<file path="src/rtl/ux607_sram_burst_splitter.sv">
// ux607_sram_burst_splitter
//   Front-end for the single-cycle SRAM controller. Accepts one burst command
//   at a time, issues one uop per beat to the controller and folds the per-beat
//   responses back into burst responses: one response per beat for reads
//   (last flagged), a single response per burst for writes.
//
// Configuration macro:
//   UX607_SRAM_BURST_WRAP_EN  - enables wrapping bursts (bst_cmd_wrap). When
//                               undefined bst_cmd_wrap is ignored.
//
// Ports:
//   clk, rst             clock, synchronous active-high reset
//   bst_cmd_*            burst command (read, addr, len = beats-1, wrap, usr)
//   bst_wdat_*           write beats, passed through to uop_cmd_wdata/wmask
//   bst_rsp_*            burst responses (rdata, err, last, usr)
//   uop_cmd_*            per-beat command to the SRAM controller
//   uop_rsp_*            per-beat response from the SRAM controller
//   splitter_active      high whenever a burst is in progress
module ux607_sram_burst_splitter #(
    parameter int unsigned DW     = 64,
    parameter int unsigned MW     = 8,
    parameter int unsigned AW     = 32,
    parameter int unsigned AW_LSB = 3,
    parameter int unsigned USR_W  = 3,
    parameter int unsigned LENW   = 4
) (
    input  logic              clk,
    input  logic              rst,

    input  logic              bst_cmd_valid,
    output logic              bst_cmd_ready,
    input  logic              bst_cmd_read,
    input  logic [AW-1:0]     bst_cmd_addr,
    input  logic [LENW-1:0]   bst_cmd_len,
    input  logic              bst_cmd_wrap,
    input  logic [USR_W-1:0]  bst_cmd_usr,

    input  logic              bst_wdat_valid,
    output logic              bst_wdat_ready,
    input  logic [DW-1:0]     bst_wdat_data,
    input  logic [MW-1:0]     bst_wdat_mask,

    output logic              bst_rsp_valid,
    input  logic              bst_rsp_ready,
    output logic [DW-1:0]     bst_rsp_rdata,
    output logic              bst_rsp_err,
    output logic              bst_rsp_last,
    output logic [USR_W-1:0]  bst_rsp_usr,

    output logic              uop_cmd_valid,
    input  logic              uop_cmd_ready,
    output logic              uop_cmd_read,
    output logic [AW-1:0]     uop_cmd_addr,
    output logic [DW-1:0]     uop_cmd_wdata,
    output logic [MW-1:0]     uop_cmd_wmask,
    output logic [1:0]        uop_cmd_size,
    output logic [USR_W-1:0]  uop_cmd_usr,

    input  logic              uop_rsp_valid,
    output logic              uop_rsp_ready,
    input  logic              uop_rsp_err,
    input  logic [DW-1:0]     uop_rsp_rdata,
    input  logic [USR_W-1:0]  uop_rsp_usr,

    output logic              splitter_active
);

    typedef enum logic [1:0] {
        S_IDLE  = 2'd0,
        S_RD    = 2'd1,
        S_WR    = 2'd2,
        S_DRAIN = 2'd3
    } state_e;

    localparam logic [AW-1:0] ALIGN_MASK = {{(AW-AW_LSB){1'b1}}, {AW_LSB{1'b0}}};
    localparam logic [AW-1:0] BEAT_STEP  = AW'(1) << AW_LSB;

    state_e            state_q, state_d;
    logic              read_q,  read_d;
    logic [AW-1:0]     addr_q,  addr_d;
    logic [LENW-1:0]   len_q,   len_d;
    logic [LENW-1:0]   icnt_q,  icnt_d;
    logic [LENW-1:0]   rcnt_q,  rcnt_d;
    logic [USR_W-1:0]  usr_q,   usr_d;
    logic              err_q,   err_d;
    logic              wrap_q,  wrap_d;

    logic              wrap_ok;
    logic [AW-1:0]     step_addr;
    logic [AW-1:0]     next_addr;
    logic              last_rsp;
    logic              cmd_fire;
    logic              rsp_fire;

    assign step_addr = addr_q + BEAT_STEP;

`ifdef UX607_SRAM_BURST_WRAP_EN
    logic [AW-1:0] wrap_mask;

    // A wrap window only exists for power-of-two beat counts above one.
    assign wrap_ok = bst_cmd_wrap && (bst_cmd_len != '0) &&
                     ((bst_cmd_len & (bst_cmd_len + 1'b1)) == '0);

    // len is 2^k-1, so {len, all-ones} selects exactly the bits that advance.
    assign wrap_mask = AW'({len_q, {AW_LSB{1'b1}}});
    assign next_addr = wrap_q ? ((addr_q & ~wrap_mask) | (step_addr & wrap_mask))
                              : step_addr;
`else
    logic unused_wrap;

    assign wrap_ok     = 1'b0;
    assign unused_wrap = bst_cmd_wrap | wrap_q;
    assign next_addr   = step_addr;
`endif

    assign last_rsp        = (rcnt_q == len_q);
    assign uop_cmd_addr    = addr_q;
    assign uop_cmd_usr     = usr_q;
    assign uop_cmd_size    = AW_LSB[1:0];
    assign splitter_active = (state_q != S_IDLE);

    always_ff @(posedge clk) begin
        if (rst) begin
            state_q <= S_IDLE;
            read_q  <= 1'b0;
            addr_q  <= '0;
            len_q   <= '0;
            icnt_q  <= '0;
            rcnt_q  <= '0;
            usr_q   <= '0;
            err_q   <= 1'b0;
            wrap_q  <= 1'b0;
        end else begin
            state_q <= state_d;
            read_q  <= read_d;
            addr_q  <= addr_d;
            len_q   <= len_d;
            icnt_q  <= icnt_d;
            rcnt_q  <= rcnt_d;
            usr_q   <= usr_d;
            err_q   <= err_d;
            wrap_q  <= wrap_d;
        end
    end

    always_comb begin
        state_d        = state_q;
        read_d         = read_q;
        addr_d         = addr_q;
        len_d          = len_q;
        icnt_d         = icnt_q;
        rcnt_d         = rcnt_q;
        usr_d          = usr_q;
        err_d          = err_q;
        wrap_d         = wrap_q;

        bst_cmd_ready  = 1'b0;
        bst_wdat_ready = 1'b0;
        uop_cmd_valid  = 1'b0;
        uop_cmd_read   = 1'b0;
        uop_cmd_wdata  = '0;
        uop_cmd_wmask  = '0;
        bst_rsp_valid  = 1'b0;
        bst_rsp_rdata  = '0;
        bst_rsp_err    = 1'b0;
        bst_rsp_last   = 1'b0;
        bst_rsp_usr    = '0;
        uop_rsp_ready  = 1'b0;
        cmd_fire       = 1'b0;
        rsp_fire       = 1'b0;

        // Every handshake is masked while rst is high so nothing issues or
        // retires in the reset cycle itself.
        if (!rst) begin
            // Command side
            unique case (state_q)
                S_IDLE: begin
                    bst_cmd_ready = 1'b1;
                    if (bst_cmd_valid) begin
                        read_d  = bst_cmd_read;
                        addr_d  = bst_cmd_addr & ALIGN_MASK;
                        len_d   = bst_cmd_len;
                        usr_d   = bst_cmd_usr;
                        wrap_d  = wrap_ok;
                        icnt_d  = '0;
                        rcnt_d  = '0;
                        err_d   = 1'b0;
                        state_d = bst_cmd_read ? S_RD : S_WR;
                    end
                end
                S_RD: begin
                    uop_cmd_valid = 1'b1;
                    uop_cmd_read  = 1'b1;
                end
                S_WR: begin
                    uop_cmd_valid  = bst_wdat_valid;
                    bst_wdat_ready = uop_cmd_ready;
                    uop_cmd_wdata  = bst_wdat_data;
                    uop_cmd_wmask  = bst_wdat_mask;
                end
                default: ;
            endcase

            cmd_fire = uop_cmd_valid && uop_cmd_ready;
            if (cmd_fire) begin
                icnt_d = icnt_q + 1'b1;
                addr_d = next_addr;
                if (icnt_q == len_q) begin
                    state_d = S_DRAIN;
                end
            end

            // Response side: beats may return while commands are still issuing.
            if (state_q != S_IDLE) begin
                if (read_q) begin
                    bst_rsp_valid = uop_rsp_valid;
                    uop_rsp_ready = bst_rsp_ready;
                    bst_rsp_rdata = uop_rsp_rdata;
                    bst_rsp_err   = uop_rsp_err;
                    bst_rsp_usr   = uop_rsp_usr;
                    bst_rsp_last  = last_rsp;
                end else if (!last_rsp) begin
                    // Intermediate write beats are absorbed into the sticky error.
                    uop_rsp_ready = 1'b1;
                end else begin
                    bst_rsp_valid = uop_rsp_valid;
                    uop_rsp_ready = bst_rsp_ready;
                    bst_rsp_err   = err_q | uop_rsp_err;
                    bst_rsp_usr   = usr_q;
                    bst_rsp_last  = 1'b1;
                end

                rsp_fire = uop_rsp_valid && uop_rsp_ready;
                if (rsp_fire) begin
                    rcnt_d = rcnt_q + 1'b1;
                    if (!read_q) begin
                        err_d = err_q | uop_rsp_err;
                    end
                    // Also covers a final beat retiring in the same cycle as
                    // the last command issue.
                    if (last_rsp) begin
                        state_d = S_IDLE;
                    end
                end
            end
        end
    end

endmodule

</file>
<file path="config.mk">
export PLATFORM = sky130hd
export DESIGN_NAME = ux607_sram_burst_splitter
export DESIGN_NICKNAME = d
export VERILOG_FILES = /design/src/rtl/ux607_sram_burst_splitter.sv
export SDC_FILE = /design/constraint.sdc
export NUM_CORES = 1
export LEC_CHECK = 0
export ABC_AREA = 0
export CAP_MARGIN = 20
export CORE_AREA = 3 3 142 144
export DETAILED_ROUTE_END_ITERATION = 8
export DIE_AREA = 0 0 145 147
export HOLD_SLACK_MARGIN = 0.15
export PLACE_DENSITY_LB_ADDON = 0.1
export SYNTH_ARGS = -nofsm -noshare
export SYNTH_HDL_FRONTEND = slang
export SYNTH_SLANG_ARGS = --single-unit
</file>
<file path="constraint.sdc">
create_clock -name clk -period 2.7 [get_ports clk]
set_input_delay 0.81 -clock clk [delete_from_list [all_inputs] [get_ports clk]]
set_output_delay 0.81 -clock clk [all_outputs]
set_load 0.02 [all_outputs]
</file>
After elaboration in Yosys (flattened, before gate mapping)
Index checks and enable logic that the tools add are counted.

storage, ports and cells
  bits in registers = 51
  latch bits = 0
  memory bits (writable) = 0
  ROM bits = 0
  input port bits = 188
  logic and storage cells = 85
  memories = 0

cells by class
  add/subtract/negate cells = 3
  multipliers = 0
  div/mod/pow operators = 0
  $lt $le $gt $ge = 0
  eq/ne operators = 4
  shift operators = 0
  muxes and demuxes = 61
  bitwise logic cells = 1
  reduce and logical (&&, ||, !) cells = 8

operators with widths
  cell                                                 number
  2-to-1 mux 64 bit                                    5
  2-to-1 mux 32 bit                                    3
  adder 32 x 4 -> 32 bit, second input constant        1
  2-to-1 mux 1 bit                                     31
  2-to-1 mux 4 bit                                     7
  2-to-1 mux 2 bit                                     8
  2-to-1 mux 8 bit                                     2
  2-to-1 mux 3 bit                                     4
  adder 4 x 1 -> 4 bit, second input constant          2
  equality test 4 bit                                  2
  nonzero test 2 bit                                   3
  AND reduction 2 bit                                  2
  equality test 2 x 1 -> 1 bit, second input constant  1
  equality test 2 bit, second input constant           1
  logical AND 1 bit                                    2
  logical NOT 2 bit                                    1
  case mux 1 bit (2 select lines)                      1
  OR 1 bit                                             1

Longest topological paths before layout
Gate-level depths: netlist of the first run.

  depth after elaboration = 8
  gate-level depth with buffers = 9
  depth with buffers taken out = 7

Worst setup path before layout of the first run
Ideal clock, no wire load.

  kind = input to output
  start point = input port rst
  end point = output port bst_rsp_err
  data arrival time = 1.914 ns
  data required time = 1.890 ns
  path slack = -0.024 ns
  cell stages on the path = 3
  cells stage by stage = clkbuf_1 > buf_1 > nor4_1

on the way
  word-level cells in the longest chain between the ends = 1

ends and longest elaborated chain
  item                line  RTL
  start: declaration  28    input logic rst,
  2-to-1 mux 1 bit    174   if (!rst) begin
  end: declaration    46    output logic bst_rsp_err,

Every way passes these cells.

Worst setup path in the final report of the first run
  start point = input port bst_rsp_ready
  end point = output port uop_rsp_ready

on the way
  word-level cells in the longest chain between the ends = 6

ends and longest elaborated chain
  item                line  RTL
  start: declaration  44    input logic bst_rsp_ready,
  2-to-1 mux 1 bit    222   end else if (!last_rsp) begin
  2-to-1 mux 1 bit *  215   if (read_q) begin
  2-to-1 mux 1 bit *  214   if (state_q != S_IDLE) begin
  2-to-1 mux 1 bit *  174
  2-to-1 mux 1 bit *  214
  2-to-1 mux 1 bit *  174
  end: declaration    60    output logic uop_rsp_ready,

Every way passes the cells marked *; elsewhere a longest branch is shown, timed or not. The select of a mux whose other input is x is not followed.

==> results of run 1 <==
-- cells in the mapped netlist, drive strengths merged, types with 2 or more instances --
| master | count |
|---|---|
| conb | 2 |
| xnor2 | 3 |
| buf | 15 |
| nor3 | 14 |
| a221oi | 3 |
| a311oi | 5 |
| nand4 | 11 |
| clkbuf | 25 |
| dfxtp | 48 |
| nand3 | 21 |
| o211ai | 6 |
| a31o | 9 |
| nand3b | 3 |
| and3 | 4 |
| a22o | 3 |
| or4 | 2 |
| xor2 | 13 |
| nand2 | 60 |
| inv | 8 |
| o21ai | 11 |
| a21oi | 32 |
| and4 | 2 |
| nor2b | 3 |
| a211oi | 2 |
| or2 | 2 |
| a22oi | 2 |
| nor2 | 25 |
| nor3b | 2 |
| a31oi | 9 |
| mux2 | 3 |
| ha | 6 |
| and2 | 142 |
| or3 | 6 |
| nor4 | 7 |
-- flip-flops by register name, indices dropped and copies added (netlist names) --
| register | cells |
|---|---|
| read_q | 1 |
| uop_cmd_addr | 29 |
| icnt_q | 4 |
| state_q | 2 |
| uop_cmd_usr | 3 |
| rcnt_q | 4 |
| err_q | 1 |
| len_q | 4 |
-- repair_timing --
| item | in CTS | in global routing |
|---|---|---|
| resized for setup | 472 | 71 |
| hold endpoints to repair | 0 | 0 |
| setup endpoints to repair | 126 | 134 |
| buffers inserted | 7 | 0 |
| pin swaps | 2 | 2 |
| cloned | 3 | 0 |
-- power by group through the flow --
stage,Clock [mW],Combinational (mW),Sequential (mW)
finish,0.813,1.21,0.852
global route,0.867,1.30,0.865
CTS,0.847,1.24,0.850
detailed placement,0,1.22,0.866
global placement,0,1.21,0.864
floorplan,0,0.442,0.905
-- per-layer routing --
metal,vias up,global-route usage (%),part of all wire (%)
met5,-,0,0
met4,0,7.89,2.8
met3,25,5.86,7.5
met2,248,40.9,54
met1,2453,22.8,35
li1,2553,-,-
-- worst register-to-register path: stages, from the launching register on --
cell and delay, ns:
dfxtp_1 0.43, ha_1 0.23, nand3_1 0.21, nor2_2 0.47
nand3_1 0.20, or3_1 0.34, a31oi_1 0.16
-- cell type report --
cell class / count / area share [%]
diodes: 9 / 0.283
clock buffers: 5 / 1.57
clock inverters: 2 / 0.755
inverters: 8 / 0.377
multi-input cells: 425 / 33.5
flip-flops and latches: 48 / 12.1
well taps: 260 / 4.09
repair buffers: 421 / 47.3
-- final timing paths --
check                                     start               end
worst max-delay path              bst_rsp_ready     uop_rsp_ready
worst min-delay path             uop_cmd_usr[0]    uop_cmd_usr[0]
worst max register to register  uop_cmd_addr[3]  uop_cmd_addr[15]
worst min register to register   uop_cmd_usr[0]    uop_cmd_usr[0]
-- stage by stage --
step           instances   TNS, ns
2_1_floorplan        521         0
3_3_place_gp        1153    -39.15
3_5_place_dp        1153    -39.18
4_1_cts             1170    -0.125
5_1_grt             1178    -0.317
6_report            1178  -0.00128
-- cells by family (layout without fill, tap and decap cells) --
logic type,Yosys count,after routing
and+or+nand+nor,305,305
AOI/OAI and AO/OA,89,89
DFF,48,48
buffers and inverters,48,436
xor gates and xnor gates,16,16
adders and majority gates,6,6
muxes,4,4
other,2,14
==> flow_metrics.tcl, run 1 <==
set metrics [dict create \
    fmax_mhz 370 \
    final_util_pct 42.3 \
    seq_area_um2 963 \
    crit_type "primary input to output port" \
    syn_avg_cell_area_um2 7.25 \
    clkPwrFrac_pct 28.3 \
    p_comb_share_pct 42.1 \
    max-vdd-ir-drop_mv 0.234 \
    cts_tree "yes" \
    worstRegToRegCells 6 \
    cts_hold_buffers 0 \
    setup_violations 1 \
    place_area_mm2 0.00801 \
    gp_congestion 0.896 \
    hold_depth 2 \
    dieHeight_um 147 \
    cts_buffers 5 \
    path_cells "clkdlybuf4s50_1 -> nor2_1 -> nor3_1 -> clkdlybuf4s15_2" \
    dr.first_iter.drc_count 173 \
    dp_slack_ns -0.423 \
    synthToLayoutAreaGrowth_pct 112 \
    synth_edf_count 0 \
    cp-end-kind "output port" \
    antenna_found_initial 10 \
    synth.top_cell.area_share_pct 25.6 \
    muxShareOfSynthArea_pct 1.17 \
    synth_seq_area_share_pct 25.6 \
    synthAdderAreaFrac_pct 2.00 \
    drc 0 \
    grt.overflow.total 0 \
    slew_viol_final 0 \
    multi_input_area_mm2 0.00267 \
    wirelength_um 23900 \
    ys_seq_elements 48 \
    syn_inst 518 \
    drive_above_1_share_pct 27.6 \
    drt_first_pass_iters 4 \
    via_per_inst 4.48 \
    total_power_mw 2.88 \
    required_ns 1.89 \
    grt_use_total_pct 21.5 \
    intPower_mw 1.95 \
    vias 5279 \
    grt_pass1_wl_um 34900 \
    netlist_top_cells_area "dfxtp_1 (26%), and2_1 (24%), nand2_1 (6.0%)" \
    rsz0062_at_grt "true" \
    max_slew_margin_pct 57.2 \
    hold_viol 0 \
    final_nets 1103 \
    design_area_mm2 0.00796 \
    r2r_slack_ns 0.61 \
    crit_buf_inv 2 \
    arrival_ns 1.89 \
    synthSimpleGateAreaFrac_pct 46.0 \
    seqPwrFrac_pct 29.6 \
    fin_ws_ns -0.00128 \
    synthXorXnorAreaFrac_pct 3.73 \
    yosysUniqueCellTypes 54 \
    path_max_fanout 2 \
    status "complete, but fails checks" \
    final_cell_mix "clkdlybuf4s50_1 (214), and2_1 (132), buf_2 (82)" \
    p_leak_nw 3.43 \
    synth_top_area_cell "dfxtp_1" \
    path_clk_slew_ns 0.06 \
    synth_top_family_by_area "simple AND/OR/NAND/NOR gates" \
    slowest_delay_ns 0.48 \
    htree_levels 2 \
    p_sw_mw 0.929 \
    initial_core_util_pct 20.0 \
    fp.dieW_um 145 \
    power_density_mw_per_mm2 361 \
    crit_path_top_delay_cell "clkdlybuf4s50_1" \
    clock_skew_ns 0.0111 \
    violations "setup timing" \
    tightest_slew_ns 0.636 \
    nFillCells 1928 \
    min_path_type "register to register" \
    crit_cells 4 \
    ant_nets 0 \
    async_flop_share_pct 0 \
    synth_compound_area_share_pct 15.9 \
    clk_path_buf_depth 2 \
    grt_max_degree 45 \
    yosysWarnings 0 \
    ioPinCount 373 \
    period_share_pct 100 \
    synth_ff_type "dfxtp_1" \
    die_area_mm2 0.0213 \
    rows 50 \
    cts_root_buf "clkbuf_16" \
    port_buffers 363 \
    crit_path_start_kind "primary input" \
    cp_top_family "buffers and inverters" \
    switching_share_pct 32.3 \
    post_drt_wl_per_cell_um 20.3 \
    grt_pass1_vias 5494 \
    cap_viol_max_count 0 \
    hpwlAfterDp_um 19700 \
    cts.sinks 48 \
    syn-cell-area_mm2 0.00376 \
    fp.coreArea_mm2 0.0188 \
    clock_latency_ns 0.30 \
    hold_ws_ns 0.475 \
    period_minus_slack_ns 2.70 \
    layout_commonest_cell "clkdlybuf4s50_1" \
]
(Power assumes the default switching activity.)
==> run 2, diff against run 1 <==
--- a/config.mk
+++ b/config.mk
@@ -12,6 +12,7 @@
 export DIE_AREA = 0 0 145 147
 export HOLD_SLACK_MARGIN = 0.15
 export PLACE_DENSITY_LB_ADDON = 0.1
+export SKIP_CTS_REPAIR_TIMING = 1
 export SYNTH_ARGS = -nofsm -noshare
 export SYNTH_HDL_FRONTEND = slang
 export SYNTH_SLANG_ARGS = --single-unit
==> run 2 against run 1 <==
Net effect: the flow now finishes without violations; final cell count up 0.34%; wire length rose by 2.8%; utilization grew 1.3 points; via count rose by 0.70%; clock power about the same; global-route usage down 0.72 points; flip-flop and latch count stayed put; non-clock buffer count rose by 4; combinational power up 4%; first-iteration DRC count up 40%; critical endpoint is now uop_cmd_valid; highest routed layer unchanged.
==> flow_metrics.tcl, run 2 (synthesized netlist as in run 1, its figures left out) <==
set metrics [dict create \
    status "finished clean" \
    synthToLayoutAreaGrowth_pct 118 \
    fin_ws_ns 0.0283 \
    hold_ws_ns 0.474 \
    cp-end-kind "output port" \
    setup_violations 0 \
    crit_path_start_kind "primary input" \
    hold_viol 0 \
    tightest_slew_ns 0.631 \
    grt.overflow.total 0 \
    cts_root_buf "clkbuf_16" \
    final_cell_mix "clkdlybuf4s50_1 (214), and2_1 (130), buf_4 (76)" \
    dieHeight_um 147 \
    switching_share_pct 32.4 \
    fp.coreArea_mm2 0.0188 \
    port_buffers 363 \
    drive_above_1_share_pct 24.4 \
    layout_commonest_cell "clkdlybuf4s50_1" \
    clk_path_buf_depth 2 \
    initial_core_util_pct 20.0 \
    vias 5316 \
    design_area_mm2 0.00820 \
    grt_use_total_pct 20.8 \
    wirelength_um 24600 \
    min_path_type "register to register" \
    grt_max_degree 73 \
    die_area_mm2 0.0213 \
    grt_pass1_vias 5374 \
    final_util_pct 43.6 \
    p_leak_nw 4.00 \
    total_power_mw 2.92 \
    via_per_inst 4.50 \
    p_sw_mw 0.949 \
    rows 50 \
    setup_tns_ns 0 \
    cp_top_family "buffers and inverters" \
    dp_slack_ns -0.423 \
    fp.dieW_um 145 \
    clkPwrFrac_pct 27.9 \
    path_cells "clkdlybuf4s50_1 -> a21oi_2 -> nor3b_1 -> clkbuf_2" \
    hpwlAfterDp_um 19700 \
    drt_first_pass_iters 4 \
    slew_viol_final 0 \
    path_max_fanout 2 \
    arrival_ns 1.86 \
    cap_viol_max_count 0 \
    p_comb_share_pct 43.0 \
    ant_nets 0 \
    power_density_mw_per_mm2 357 \
    final_nets 1107 \
    cts_tree "yes" \
    clock_skew_ns 0.00999 \
    instances_no_fill 1182 \
    largest_register_ff_count 29 \
    htree_levels 2 \
    cts.sinks 48 \
    nFillCells 1901 \
    seqPwrFrac_pct 29.1 \
    fmax_mhz 374 \
    gp_congestion 0.896 \
    post_drt_wl_per_cell_um 20.8 \
    max-vdd-ir-drop_mv 0.236 \
    crit_path_top_delay_cell "clkdlybuf4s50_1" \
    antenna_found_initial 8 \
    max_slew_margin_pct 57.6 \
    cts_buffers 5 \
    path_clk_slew_ns 0.06 \
    clock_latency_ns 0.30 \
    drc 0 \
    place_area_mm2 0.00801 \
    intPower_mw 1.98 \
    rsz0062_at_grt "true" \
    crit_type "primary input to output port" \
    ioPinCount 373 \
    dr.first_iter.drc_count 242 \
    period_share_pct 99.0 \
    dp_cells 1153 \
    period_minus_slack_ns 2.67 \
    required_ns 1.89 \
    grt_pass1_wl_um 33900 \
    crit_buf_inv 2 \
    slowest_delay_ns 0.49 \
]
==> run 2: tightest hold or removal path: stages, from the launching register on <==
cell	delay, ns
dfxtp_1	0.32
nand2_1	0.05
a21oi_1	0.05
==> run 2: cell type report <==
cell class,count,area [µm²],area share (%)
sequential,48,962,11.7
timing repair buffer,425,4000,48.8
multi-input combinational,425,2680,32.6
clock inverter,2,60.1,0.732
inverter,8,30.0,0.366
tap,260,325,3.97
antenna,9,22.5,0.275
clock buffer,5,125,1.53
==> run 2: layer usage <==
metal / GRT usage (%) / vias to the layer above / part of all wire [%]
met2: 39.7 / 252 / 54
met3: 5.92 / 30 / 6.9
met1: 21.7 / 2470 / 35
met5: 0 / - / 0
li1: - / 2564 / -
met4: 7.79 / 0 / 3.5
==> run 2: worst paths after layout <==
kind / slack [ns] / end / depth (start not counted) / start
worst max-delay path: 0.03 / uop_cmd_valid / 4 / bst_wdat_valid
worst min-delay path: 0.47 / uop_cmd_usr[0] / 2 / uop_cmd_usr[0]
worst max register to register: 0.62 / uop_cmd_addr[15] / 6 / uop_cmd_addr[3]
worst min register to register: 0.47 / uop_cmd_usr[0] / 2 / uop_cmd_usr[0]
==> run 2: power groups by stage <==
stage	combinational [mW]	clock [mW]	sequential (mW)
3_5_place_dp	1.22	0	0.866
4_1_cts	1.22	0.847	0.850
5_1_grt	1.34	0.866	0.864
2_1_floorplan	0.442	0	0.905
3_3_place_gp	1.21	0	0.864
6_report	1.26	0.815	0.852
